<file path="config.mk">
export PLATFORM = sky130hd
export DESIGN_NAME = axis_snoop_capture
export DESIGN_NICKNAME = d
export VERILOG_FILES = /design/src/rtl/axis_snoop_capture.sv
export SDC_FILE = /design/constraint.sdc
export NUM_CORES = 1
export LEC_CHECK = 0
export CAP_MARGIN = 0
export CORE_AREA = 4 4 351 215
export DETAILED_ROUTE_END_ITERATION = 10
export DIE_AREA = 0 0 355 219
export PLACE_DENSITY = 0.61
export SKIP_CTS_REPAIR_TIMING = 1
export SKIP_LAST_GASP = 1
export SYNTH_ARGS = -nofsm -noshare
export SYNTH_HDL_FRONTEND = slang
export SYNTH_SLANG_ARGS = --single-unit
</file>
<file path="constraint.sdc">
create_clock -name s00_axis_aclk -period 10.2 [get_ports s00_axis_aclk]
set_input_delay 1.02 -clock s00_axis_aclk [delete_from_list [all_inputs] [get_ports s00_axis_aclk]]
set_output_delay 1.02 -clock s00_axis_aclk [all_outputs]
set_load 0.02 [all_outputs]
</file>
<file path="src/rtl/axis_snoop_capture.sv">
// Passive AXI-Stream tap: decimated field capture into a DEPTH-entry FIFO with beat/drop stats.
// Optional trigger (arm + unsigned threshold) enabled by defining SNOOP_TRIGGER_EN.
module axis_snoop_capture #(
    parameter int C_M00_AXIS_TDATA_WIDTH = 64,
    parameter int FIELD_LSB              = 32,
    parameter int FIELD_WIDTH            = 32,
    parameter int DEPTH                  = 16
) (
    input  logic                              s00_axis_aclk,
    input  logic                              s00_axis_aresetn,
    input  logic                              m00_axis_tready,
    input  logic                              m00_axis_tvalid,
    input  logic [C_M00_AXIS_TDATA_WIDTH-1:0] m00_axis_tdata,
    input  logic                              cfg_enable,
    input  logic [15:0]                       cfg_decim,
    input  logic                              cfg_clear,
    input  logic                              cfg_arm,
    input  logic [FIELD_WIDTH-1:0]            cfg_threshold,
    output logic [FIELD_WIDTH-1:0]            snooped_tdata,
    output logic [FIELD_WIDTH-1:0]            cap_tdata,
    output logic                              cap_tvalid,
    input  logic                              cap_tready,
    output logic [$clog2(DEPTH):0]            cap_level,
    output logic [31:0]                       beat_count,
    output logic [15:0]                       drop_count,
    output logic                              trig_fired
);
    localparam int AW = $clog2(DEPTH);
    localparam int LW = AW + 1;

    typedef enum logic [1:0] {S_IDLE, S_ARMED, S_RUN} state_t;

    state_t                  r_state;
    logic [15:0]             r_dcnt;
    logic [FIELD_WIDTH-1:0]  r_snoop;
    logic [31:0]             r_beat;
    logic [15:0]             r_drop;
    logic [AW-1:0]           r_wr;
    logic [AW-1:0]           r_rd;
    logic [LW-1:0]           r_level;
    logic [FIELD_WIDTH-1:0]  r_mem [DEPTH];

    logic [FIELD_WIDTH-1:0]  w_field;
    logic                    w_hs;
    logic                    w_trig_hit;
    logic                    w_keep;
    logic                    w_full;
    logic                    w_pop;
    logic                    w_push;
    logic                    w_unused_bits;

    assign w_field = m00_axis_tdata[FIELD_LSB +: FIELD_WIDTH];
    assign w_hs    = m00_axis_tvalid & m00_axis_tready;
    // Bits outside the snooped field (and trigger inputs in the plain build) are intentionally ignored.
    assign w_unused_bits = ^{m00_axis_tdata, cfg_arm, cfg_threshold};

`ifdef SNOOP_TRIGGER_EN
    assign w_trig_hit = (r_state == S_ARMED) & w_hs & (w_field >= cfg_threshold);
`else
    assign w_trig_hit = 1'b0;
`endif

    assign w_keep = w_hs & (((r_state == S_RUN) & (r_dcnt == 16'd0)) | w_trig_hit);
    assign w_full = (r_level == LW'(DEPTH));
    assign w_pop  = (r_level != '0) & cap_tready;
    assign w_push = w_keep & (~w_full | w_pop);

    always_ff @(posedge s00_axis_aclk or negedge s00_axis_aresetn) begin
        if (!s00_axis_aresetn) begin
            r_state <= S_IDLE;
            r_dcnt  <= '0;
            r_snoop <= '0;
            r_beat  <= '0;
            r_drop  <= '0;
            r_wr    <= '0;
            r_rd    <= '0;
            r_level <= '0;
        end else if (cfg_clear) begin
            r_state <= S_IDLE;
            r_dcnt  <= '0;
            r_beat  <= '0;
            r_drop  <= '0;
            r_wr    <= '0;
            r_rd    <= '0;
            r_level <= '0;
        end else begin
            if (!cfg_enable) begin
                r_state <= S_IDLE;
            end else begin
                case (r_state)
`ifdef SNOOP_TRIGGER_EN
                    S_IDLE:  if (cfg_arm) r_state <= S_ARMED;
`else
                    S_IDLE:  r_state <= S_RUN;
`endif
                    S_ARMED: if (w_trig_hit) r_state <= S_RUN;
                    S_RUN:   r_state <= S_RUN;
                    default: r_state <= S_IDLE;
                endcase
            end

            if (w_hs && r_state != S_IDLE)
                r_beat <= r_beat + 32'd1;

            // The trigger beat is itself the first kept sample, so it reloads the decimator.
            if (r_state == S_RUN && w_hs)
                r_dcnt <= (r_dcnt == 16'd0) ? cfg_decim : r_dcnt - 16'd1;
            else if (w_trig_hit)
                r_dcnt <= cfg_decim;
            else if (r_state != S_RUN)
                r_dcnt <= '0;

            if (w_keep)
                r_snoop <= w_field;
            if (w_keep && !w_push && r_drop != 16'hFFFF)
                r_drop <= r_drop + 16'd1;

            if (w_push)
                r_wr <= r_wr + AW'(1);
            if (w_pop)
                r_rd <= r_rd + AW'(1);
            if (w_push && !w_pop)
                r_level <= r_level + LW'(1);
            else if (w_pop && !w_push)
                r_level <= r_level - LW'(1);
        end
    end

    always_ff @(posedge s00_axis_aclk) begin
        if (w_push && !cfg_clear)
            r_mem[r_wr] <= w_field;
    end

    assign snooped_tdata = r_snoop;
    assign cap_tdata     = (r_level != '0) ? r_mem[r_rd] : '0;
    assign cap_tvalid    = (r_level != '0);
    assign cap_level     = r_level;
    assign beat_count    = r_beat;
    assign drop_count    = r_drop;
    assign trig_fired    = (r_state == S_RUN);

endmodule

</file>
Word level (Yosys, flattened, before mapping)
Memories as Yosys holds them, arrays and structs flattened.
Index checks and enable logic that the tools add are counted.
- add/sub/neg operators: 7
- equal/unequal tests: 6
- multiplexer cells: 21
- bitwise logic cells: 8
- reduce and logical (&&, ||, !) cells: 22
- operators by type and width (operator ; count):
    16-bit two-way mux ; 6
    32-bit two-way mux ; 3
    32-bit by 1-bit adder with 32-bit output, second input constant ; 1
    16-bit by 1-bit adder with 16-bit output, second input constant ; 1
    16-bit logical NOT ; 1
    4-bit two-way mux ; 4
    16-bit inequality test, second input constant ; 1
    16-bit by 1-bit subtractor with 16-bit output, second input constant ; 1
    5-bit two-way mux ; 3
    2-bit nonzero test ; 5
    4-bit by 1-bit adder with 4-bit output, second input constant ; 2
    1-bit logical AND ; 7
    3-bit nonzero test ; 2
    5-bit by 1-bit adder with 5-bit output, second input constant ; 1
    1-bit AND ; 5
    5-bit equality test, second input constant ; 1
    5-bit nonzero test ; 1
    5-bit by 1-bit subtractor with 5-bit output, second input constant ; 1
    2-bit two-way mux ; 2
    2-bit case mux with 2 select lines ; 1
    1-bit logical NOT ; 3
    3-bit inequality test, second input constant ; 1
    2-bit by 1-bit equality test with 1-bit output, second input constant ; 1
    2-bit equality test, second input constant ; 1
    7 further kinds ; 9
- bits in registers: 111
- bits in writable memories: 512
- input bits: 120
- memories kept: 1
- memories (memory ; depth ; bits a word ; rd ports ; clocked after Yosys merged registers in ; wr ports ; line ; RTL):
    r_mem ; 16 ; 32 ; 1 ; 0 ; 1 ; 41 ; logic [FIELD_WIDTH-1:0] r_mem [DEPTH];

Longest topological paths before layout
Gate-level depths: netlist (run 1).
- depth after elaboration: 9
- mapped depth: 11

Worst setup path before layout (run 1)
No wires, ideal clock.
- path type: input-to-reg
- start point: in m00_axis_tvalid
- end point: mem r_mem[10][0], enable pin
- setup time: 0.421 ns
- arrival: 3.541 ns
- path slack: 6.238 ns
- stages: 7
- buffers on the path: 2
- cell sequence: and3_1 > clkbuf_1 > nand2_1 > clkbuf_1 > nor3_1 > nand4b_1 > nor2_1
- word-level cells in the longest chain between the ends: 6
- RTL lines (item ; line ; RTL):
    start: declaration ; 12 ; input logic m00_axis_tvalid,
    1-bit AND ; 53 ; assign w_hs = m00_axis_tvalid & m00_axis_tready;
    1-bit AND ; 63 ; assign w_keep = w_hs & (((r_state == S_RUN) & (r_dcnt == 16'd0)) | w_trig_hit);
    1-bit AND ; 66 ; assign w_push = w_keep & (~w_full | w_pop);
    1-bit logical AND ; 130 ; if (w_push && !cfg_clear)
    1-bit two-way mux ; 130 ;
    1-bit two-way mux (not written as such) ; 131 ; r_mem[r_wr] <= w_field;
    end: declaration ; 41 ;
Every way passes these cells.

Worst setup path after layout (run 1)
- start point: reg r_rd[1]
- end point: out cap_tdata[1]
- word-level cells in the longest chain between the ends: 2
- RTL lines (item ; line ; RTL):
    start: declaration ; 39 ; logic [AW-1:0] r_rd;
    start signal: assignment ; 121 ; r_rd <= r_rd + AW'(1);
    memory 16 x 32 bit ; -- ;
    32-bit two-way mux ; 135 ; assign cap_tdata = (r_level != '0) ? r_mem[r_rd] : '0;
    end: declaration ; 20 ; output logic [FIELD_WIDTH-1:0] cap_tdata,
Every way passes these cells.

==> metrics.yaml, run 1 <==
outcome:
  status: "complete, no violations"
clock_tree:
  clock_sinks: 622
  cts.clk_slew.worst_paths_ps: 60
  root_buffer: "clkbuf_16"
  cts_tree: "done"
  htreeDepth: 2
  cts_buffer_depth: 3
  cts_buffers: 59
  worst_skew_pair.late_latency_ps: 630
sta:
  min_period_over_period: 0.551
  slew_viol_final: 0
  setup_viol: 0
  rsz0062_at_grt: "false"
  slew_headroom: 0.163
  fin_worst_skew_ps: 23.9
  hold_viol: 0
  setup_tns_ps: 0
  fmax_mhz: 178
  max_slew.worst_pin.slew_ps: 1250
  period_minus_slack_ps: 5620
worst_setup_path:
  worstSetupStartpointType: "flop"
  r2r_cells: 6
  slowest_delay_ps: 800
  r2r_start: "r_dcnt[3]"
  crit_slowest_cell: "dfrtp_4"
  path_cells: "buf_4, buf_4, mux4_2, mux4_2, and2_1, clkdlybuf4s50_1"
  r2r_end: "r_mem[2][21]"
  crit_path_start: "r_rd[1]"
  critPathMaxFanout: 48
  worstPathArrival_ps: 4600
  crit_path_end_kind: "output port"
  required_ps: 9180
  r2r_slack_ps: 6350
  crit_type: "reg2out"
  endpoint: "cap_tdata[1]"
logic_synthesis:
  yosysWarnings: 0
  syn-num-nets: 1448
  async_reset_ff_frac: 0.177
  synth_seq_cells: 622
  synth-main-ff-cell: "edfxtp_1"
  mappedNetlistArea_um2: 25000
  yosysSeqAreaShare: 0.725
  syn_area_per_cell_um2: 19.0
  ys_types: 52
  synth-edff-count: 512
  syn_inst: 1314
floorplanning:
  die-area_um2: 77700
  core_um2: 72600
  die_h_um: 219
  die_w_um: 355
  num_rows: 77
  io_pins: 239
  initial_core_util: 0.344
grt:
  grt_first_pass_wirelength_mm: 88.4
  grt_usage: 0.151
  antenna_found_initial: 1
  overflow: 0
  grt_max_degree: 66
  grt_pass1_vias: 13500
detailed_routing:
  wl_per_cell_um: 23.2
  antenna_left: 0
  vias_per_cell: 5.19
  vias: 13200
  drtPass1Iterations: 5
  drtIter0Drc: 1239
  wl_mm: 59.2
  drc: 0
placement:
  port_buffers: 173
  globalplace.congestion: 0.790
  hpwl_mm: 32.4
final_layout:
  syn2layout_area_growth_pct: 20.3
  finalCoreUtilization: 0.414
  nNetsFinal: 1644
  drive_gt1_frac: 0.218
  final_cell_mix: "edfxtp_1 (512), clkdlybuf4s50_1 (171), mux4_2 (160)"
  final_common_cell: "edfxtp_1"
run:
  drv_cap: 0
power_and_ir_drop:
  p_per_area_nw_per_um2: 222
  p_leak_nw: 9.78
  vdd_drop_max_v: 0.000158
hold_path:
  hold_path_class: "in2async"
## worst min-delay path by stage
stage	endpoint	slack (ps)	cells after the start
6_report	snooped_tdata[25]	370	1
5_1_grt	snooped_tdata[1]	380	1
4_1_cts	snooped_tdata[5]	330	1
3_5_place_dp	snooped_tdata[27]	490	1
3_3_place_gp	snooped_tdata[16]	490	1
2_1_floorplan	r_dcnt[13]	480	1
## flip-flops by register name, indices dropped and copies added, names as in the netlist
register       flops
r_mem            512
beat_count        32
snooped_tdata     32
drop_count        16
r_dcnt            16
cap_level          5
r_rd               4
r_wr               4
r_state            1
## cell families (layout without fill, tap and decap cells)
family / count (synthesis) / count (layout) / share of synthesized area
xor gates and xnor gates: 31 / 31 / 0.0109
other: 0 / 2 / 0
and+or+nand+nor: 258 / 258 / 0.0573
DFF: 622 / 622 / 0.725
muxes: 200 / 200 / 0.162
buffers and inverters: 80 / 327 / 0.0121
adders and majority gates: 14 / 14 / 0.00730
AOI/OAI and AO/OA: 109 / 109 / 0.0260
## routing by layer
metal	wire, µm	vias to the layer above	GRT usage
met1	26700	7040	0.219
met4	992	0	0.0337
met5	0	-	0
li1	-	5741	-
met3	3480	65	0.0279
met2	28000	386	0.240
## power by group
| group | switching, mW | internal, mW | total, mW |
|---|---|---|---|
| logic | 0.718 | 0.698 | 1.42 |
| clock network | 0.969 | 1.38 | 2.35 |
| registers | 0.0863 | 2.82 | 2.90 |
| total | 1.77 | 4.90 | 6.67 |
## critical path, delay by kind of cell, from the launching register on
| family | cells | cell delay, ps |
|---|---|---|
| buffers and inverters | 3 | 1990 |
| DFF | 1 | 800 |
| muxes | 2 | 880 |
| and+or+nand+nor | 1 | 240 |
## metrics by stage
step	cells	worst slack (ps)	instance area (µm²)	power [mW]	hold WS [ps]
4_1_cts	2548	4470	30100	6.78	335
3_3_place_gp	2436	5180	28000	4.38	489
5_1_grt	2548	4370	30100	6.97	383
3_5_place_dp	2436	5160	28000	4.40	494
2_1_floorplan	1314	6240	25000	3.79	483
6_report	2550	4580	30100	6.67	367
## synthesized netlist by cell type, types with 5 or more instances
library cell    n  area share
and2_1         48       0.012
mux4_2        160        0.14
o21ai_0        23      0.0046
mux2_2         34       0.015
and3_1         14      0.0035
ha_1           13      0.0065
dfrtp_1       110        0.11
inv_1          15      0.0023
buf_1          16      0.0024
nand2_1        29      0.0044
or3_1          21      0.0053
nor4_1          5      0.0013
or4_1          11      0.0033
nor2_1         48      0.0072
edfxtp_1      512        0.61
xnor2_1         6      0.0021
xor2_1         25      0.0088
and4_1          6      0.0021
o31ai_1         9      0.0027
a21oi_1        43      0.0086
nand4_1        22      0.0055
clkbuf_1       47      0.0071
nor3_1         14      0.0028
o22ai_1        10      0.0025
nand3_1        26      0.0052
mux2i_1         6      0.0024
## cell type report
cell class | instances | area (µm²)
Clock inverter | 42 | 558
Sequential cell | 622 | 18100
Multi-Input combinational cell | 612 | 6640
Inverter | 15 | 56.3
Fill cell | 6423 | 42600
Antenna cell | 2 | 5.00
Tap cell | 987 | 1230
Timing Repair Buffer | 200 | 1930
Clock buffer | 70 | 1530
Power figures use the tool's default switching activity.
==> run 2, diff against run 1 <==
PLACE_DENSITY = 0.63   (was 0.61)
clock period = 5.1 ns   (was 10.2 ns; I/O delays follow)
==> run 2 against run 1 <==
  * Cell count rose by 0.39%
  * Design area about the same
  * Wire length fell by 0.62%
  * Core utilization is essentially flat
  * Register-to-register slack got worse by 5100 ps
  * Sequential share of layout area is essentially flat
  * Worst hold slack worse by 100 ps
  * Clock power up 83%
  * Clock-buffer cell count fell by 6
  * First-iteration DRC count up 14%
  * Critical path depth shrank 1
  * Critical endpoint is now cap_tdata[17]
  * Non-clock buffer count grew 14
==> metrics.yaml, run 2 (synthesis results as in run 1) <==
floorplanning:
  die_h_um: 219  # unchanged
  core_um2: 72600  # unchanged
  die_w_um: 355  # unchanged
  initial_core_util: 0.344  # unchanged
  num_rows: 77  # unchanged
  die-area_um2: 77700  # unchanged
  io_pins: 239  # unchanged
final_layout:
  final_cell_mix: "edfxtp_1 (512), clkdlybuf4s50_1 (171), mux4_2 (160)"
  nNetsFinal: 1658  # +0.85%
  top_register: "r_mem"
  drive_gt1_frac: 0.227  # +0.00915
  diodes: 0  # -2
  stdcell_count: 2560  # +0.39%
  syn2layout_area_growth_pct: 20.3  # about the same
  final_common_cell: "edfxtp_1"
  seq_area_um2: 18100  # unchanged
  multiInputGateArea_um2: 6640  # unchanged
  largest_register_ffs: 512  # unchanged
  nFillCells: 6419  # -0.062%
worst_setup_path:
  required_ps: 4590  # -4590 ps
  crit_family: "buffers and inverters"
  critPathMaxFanout: 25  # -48%
  slowest_delay_ps: 770  # -30 ps
  path_cells: "buf_4, mux4_2, mux4_2, and2_1, clkdlybuf4s50_1"
  cp_num_buf_inv: 2  # -1
  crit_type: "reg2out"
  worstSetupStartpointType: "flop"
  worstPathArrival_ps: 3830  # -770 ps
  crit_top_cell: "mux4_2"
  crit_path_end_kind: "output port"
  crit_slowest_cell: "dfrtp_4"
detailed_routing:
  antenna_left: 0  # unchanged
  drtIter0Drc: 1414  # +14%
  drtPass1Iterations: 6  # +1
  wl_per_cell_um: 23.0  # -1.0%
  wl_mm: 58.9  # -0.62%
  drc: 0  # unchanged
  vias: 13300  # +0.55%
  vias_per_cell: 5.20  # +0.16%
grt:
  grt_first_pass_wirelength_mm: 88.3  # -0.16%
  grt_pass1_vias: 13600  # +0.55%
  overflow: 0  # unchanged
  grt_max_degree: 66  # unchanged
  grt_usage: 0.151  # -0.000691
  antenna_found_initial: 1  # unchanged
sta:
  whs_ps: 264  # -103 ps
  rsz0062_at_grt: "false"
  period_minus_slack_ps: 4340
  min_period_over_period: 0.851
  setup_tns_ps: 0  # unchanged
  fin_worst_skew_ps: 33.1  # +9.16 ps
  slew_headroom: 0.337  # +0.174
  hold_viol: 0  # unchanged
  fmax_mhz: 230
  max_slew.worst_pin.slew_ps: 994  # -251 ps
  slew_viol_final: 0  # unchanged
  setup_viol: 0  # unchanged
clock_tree:
  cts.clk_slew.worst_paths_ps: 70  # about the same
  root_buffer: "clkbuf_16"
  cts_buffer_depth: 3  # unchanged
  htreeDepth: 2  # unchanged
  cts_tree: "done"
  clock_sinks: 622  # unchanged
  cts_buffers: 59  # unchanged
  worst_skew_pair.late_latency_ps: 640  # about the same
outcome:
  status: "complete, no violations"
power_and_ir_drop:
  p_total_mw: 13.0  # +95%
  vdd_drop_max_v: 0.000285  # +80%
  p_per_area_nw_per_um2: 432  # +95%
  p_leak_nw: 9.78  # about the same
hold_path:
  hold_path_class: "in2reg"
placement:
  dp.cells: 2449  # +0.53%
  globalplace.congestion: 0.809  # +2.5%
  port_buffers: 173  # unchanged
  hpwl_mm: 34.2  # +5.8%
run:
  drv_cap: 0  # unchanged
[run 2: changes by cell type in the layout (fill, tap and decap cells not counted), moves of 2 or more]
cell / previous run / this run
clkinv_2: 7 / 14
clkbuf_1: 10 / 4
buf_12: 0 / 8
diode_2: 2 / 0
buf_4: 27 / 32
bufinv_16: 12 / 4
clkinvlp_4: 2 / 7
[run 2: power breakdown]
group | switching (mW) | leakage [nW] | internal, mW
clock | 1.96 | 0.907 | 2.36
combinational | 1.46 | 2.79 | 1.43
sequential | 0.164 | 6.08 | 5.64
total | 3.58 | 9.78 | 9.42
[run 2: worst paths after layout]
check | end | slack (ps) | startpoint | cells after the start
worst max register to register | r_mem[1][13] | 1280 | r_dcnt[0] | 8
worst max-delay path | cap_tdata[17] | 760 | r_rd[0] | 5
max in group asynchronous | snooped_tdata[18] | 3430 | s00_axis_aresetn | 3
min in group asynchronous | snooped_tdata[30] | 460 | s00_axis_aresetn | 2
worst min-delay path | cap_level[3] | 260 | cfg_clear | 4
worst min register to register | snooped_tdata[24] | 500 | snooped_tdata[24] | 1
[run 2: worst register-to-register path: stages, from the launching register on]
cell,delay [ps]
dfrtp_1,430
inv_1,160
ha_1,200
nor2b_1,400
nand4_1,340
nor3_1,430
nor4b_1,540
and2_2,690
buf_4,300
[run 2: final cells by class]
cell class,instances,area share
Sequential cell,622,0.603
Multi-Input combinational cell,612,0.221
Timing Repair Buffer,214,0.0711
Clock buffer,64,0.0504
Tap cell,987,0.0410
Clock inverter,46,0.0122
Inverter,15,0.00187
[run 2: metrics by stage]
step	util	area, µm²	setup slack [ps]
final	0.414	30100	760
after global routing	0.414	30100	530
after CTS	0.414	30100	642
after detailed placement	0.388	28200	1150
after global placement	0.388	28200	1220
after floorplan	-	25000	1570
[run 2: layer usage]
layer | vias up | wire (µm) | global-route usage
met5 | - | 0 | 0
met4 | 0 | 996 | 0.0335
met3 | 77 | 3450 | 0.0285
met2 | 381 | 27200 | 0.231
met1 | 7074 | 27200 | 0.224
li1 | 5773 | - | -
==> run 3, diff against run 2 <==
RECOVER_POWER = 50   (was default)
==> run 3 against run 2 <==
  * The run now ends with max-capacitance violations, max-slew violations left
  * Global-route usage unchanged
  * Via count is 0.36% lower
  * Die area unchanged
  * Wire length is essentially flat
  * Worst hold slack better by 30 ps
  * Clock-buffer cell count unchanged
  * Critical path depth stayed put
  * Clock power about the same
  * Cell count about the same
  * Setup slack got worse by 7.6 ps
  * Sequential share of layout area barely moved
  * Non-clock buffer count stayed put
  * Critical path type unchanged
  * Highest routed layer unchanged
==> metrics.yaml, run 3 (synthesis results as in run 1) <==
worst_setup_path:
  crit_path_end_kind: "output port"
  r2r_slack_ps: 1280  # about the same
  required_ps: 4590  # about the same
  r2r_start: "r_dcnt[0]"
  worstPathArrival_ps: 3840  # about the same
  crit_type: "reg2out"
  r2r_cells: 8  # unchanged
  critPathMaxFanout: 25  # unchanged
  worstSetupStartpointType: "flop"
  r2r_end: "r_mem[1][5]"
detailed_routing:
  drtPass1Iterations: 5  # -1
  vias: 13300  # -0.36%
  drc: 0  # unchanged
  wl_mm: 58.9  # about the same
  vias_per_cell: 5.18  # -0.40%
  drtIter0Drc: 1364  # -3.5%
  antenna_left: 0  # unchanged
  wl_per_cell_um: 23.0  # about the same
final_layout:
  stdcell_count: 2561  # +0.039%
  final_common_cell: "edfxtp_1"
  nNetsFinal: 1658  # unchanged
  top_register: "r_mem"
  syn2layout_area_growth_pct: 20.2  # about the same
  finalCoreUtilization: 0.414  # about the same
  drive_gt1_frac: 0.225  # -0.00191
  nFillCells: 6419  # unchanged
  final_cell_mix: "edfxtp_1 (512), mux4_2 (160), dfrtp_1 (106), clkdlybuf4s50_1 (106), dlygate4sd3_1 (66)"
  largest_register_ffs: 512  # unchanged
  seq_area_um2: 18100  # unchanged
  multiInputGateArea_um2: 6640  # unchanged
sta:
  hold_viol: 0  # unchanged
  rsz0062_at_grt: "false"
  max_slew.worst_pin.slew_ps: 2890  # +1900 ps
  min_period_over_period: 0.853  # +0.00149
  slew_headroom: -0.927  # -1.26
  fmax_mhz: 230  # -0.18%
  setup_ws_ps: 752  # -7.61 ps
  setup_tns_ps: 0  # unchanged
  period_minus_slack_ps: 4350  # +7.61 ps
  fin_worst_skew_ps: 34.9  # +1.83 ps
  slew_viol_final: 111  # +111
  setup_viol: 0  # unchanged
grt:
  antenna_found_initial: 1  # unchanged
  overflow: 0  # unchanged
  grt_max_degree: 66  # unchanged
  grt_pass1_vias: 13600  # unchanged
  grt_usage: 0.151  # unchanged
  grt_first_pass_wirelength_mm: 88.3  # unchanged
placement:
  pre_cts_ws_ps: 1150  # unchanged
  hpwl_mm: 34.2  # unchanged
  port_buffers: 173  # unchanged
  dp.cells: 2449  # unchanged
  globalplace.congestion: 0.809  # unchanged
hold_path:
  hold_depth: 4  # unchanged
  holdCritStartpoint: "cfg_clear"
  hold_path_class: "in2reg"
  hold_path_end: "cap_level[3]"
clock_tree:
  cts_buffer_depth: 3  # unchanged
  cts.clk_slew.worst_paths_ps: 70  # about the same
  clock_sinks: 622  # unchanged
  cts_buffers: 59  # unchanged
  root_buffer: "clkbuf_16"
  htreeDepth: 2  # unchanged
  worst_skew_pair.late_latency_ps: 640  # about the same
  cts_tree: "done"
floorplanning:
  num_rows: 77  # unchanged
  core_um2: 72600  # unchanged
  die_h_um: 219  # unchanged
  io_pins: 239  # unchanged
  initial_core_util: 0.344  # unchanged
  die_w_um: 355  # unchanged
  die-area_um2: 77700  # unchanged
power_and_ir_drop:
  vdd_drop_max_v: 0.000285  # about the same
  p_leak_nw: 9.83  # +0.53%
  p_per_area_nw_per_um2: 431  # -0.34%
run:
  drv_cap: 2  # +2
outcome:
  status: "complete, but fails checks"
  failed_checks: "max-capacitance violations, max-slew violations"
-- run 3: where the power goes --
part | total [mW] | switching, mW | leakage, nW | internal, mW
combinational | 2.85 | 1.46 | 2.84 | 1.39
clock | 4.32 | 1.96 | 0.907 | 2.36
sequential | 5.79 | 0.159 | 6.08 | 5.63
-- run 3: worst max path at each step --
stage / depth (start not counted) / slack (ps) / startpoint / to
3_5_place_dp: 8 / 1150 / m00_axis_tvalid / r_mem[1][5]
5_1_grt: 5 / 530 / r_rd[0] / cap_tdata[17]
2_1_floorplan: 5 / 1570 / r_dcnt[3] / r_mem[10][0]
6_report: 5 / 750 / r_rd[0] / cap_tdata[17]
3_3_place_gp: 8 / 1220 / m00_axis_tvalid / r_mem[1][6]
4_1_cts: 5 / 640 / r_rd[0] / cap_tdata[17]
-- run 3: layer usage --
metal	share of wire	GRT usage
met3	0.056	0.0285
met1	0.46	0.224
met2	0.46	0.231
met5	0	0
met4	0.017	0.0335
-- run 3: worst max-delay path, stage by stage (launching register included) --
cell and delay, ps:
dfrtp_4 770, buf_4 560, mux4_2 560, mux4_2 530, and2_1 190, clkdlybuf4s50_1 560
-- run 3: stage by stage --
step	hold slack (ps)	instance area, µm²	power (mW)
final	294	30100	13.0
after global placement	489	28200	8.83
after detailed placement	494	28200	8.86
after CTS	-94.8	30100	13.2
after global routing	305	30100	13.5
after floorplan	214	25000	7.59
-- run 3: layout make-up --
class / instances / share of cell area
tap: 987 / 0.0411
antenna: 1 / 0.0000832
multi-input combinational: 612 / 0.221
timing repair buffer: 214 / 0.0708
inverter: 15 / 0.00187
clock buffer: 64 / 0.0504
clock inverter: 46 / 0.0122
sequential: 622 / 0.603
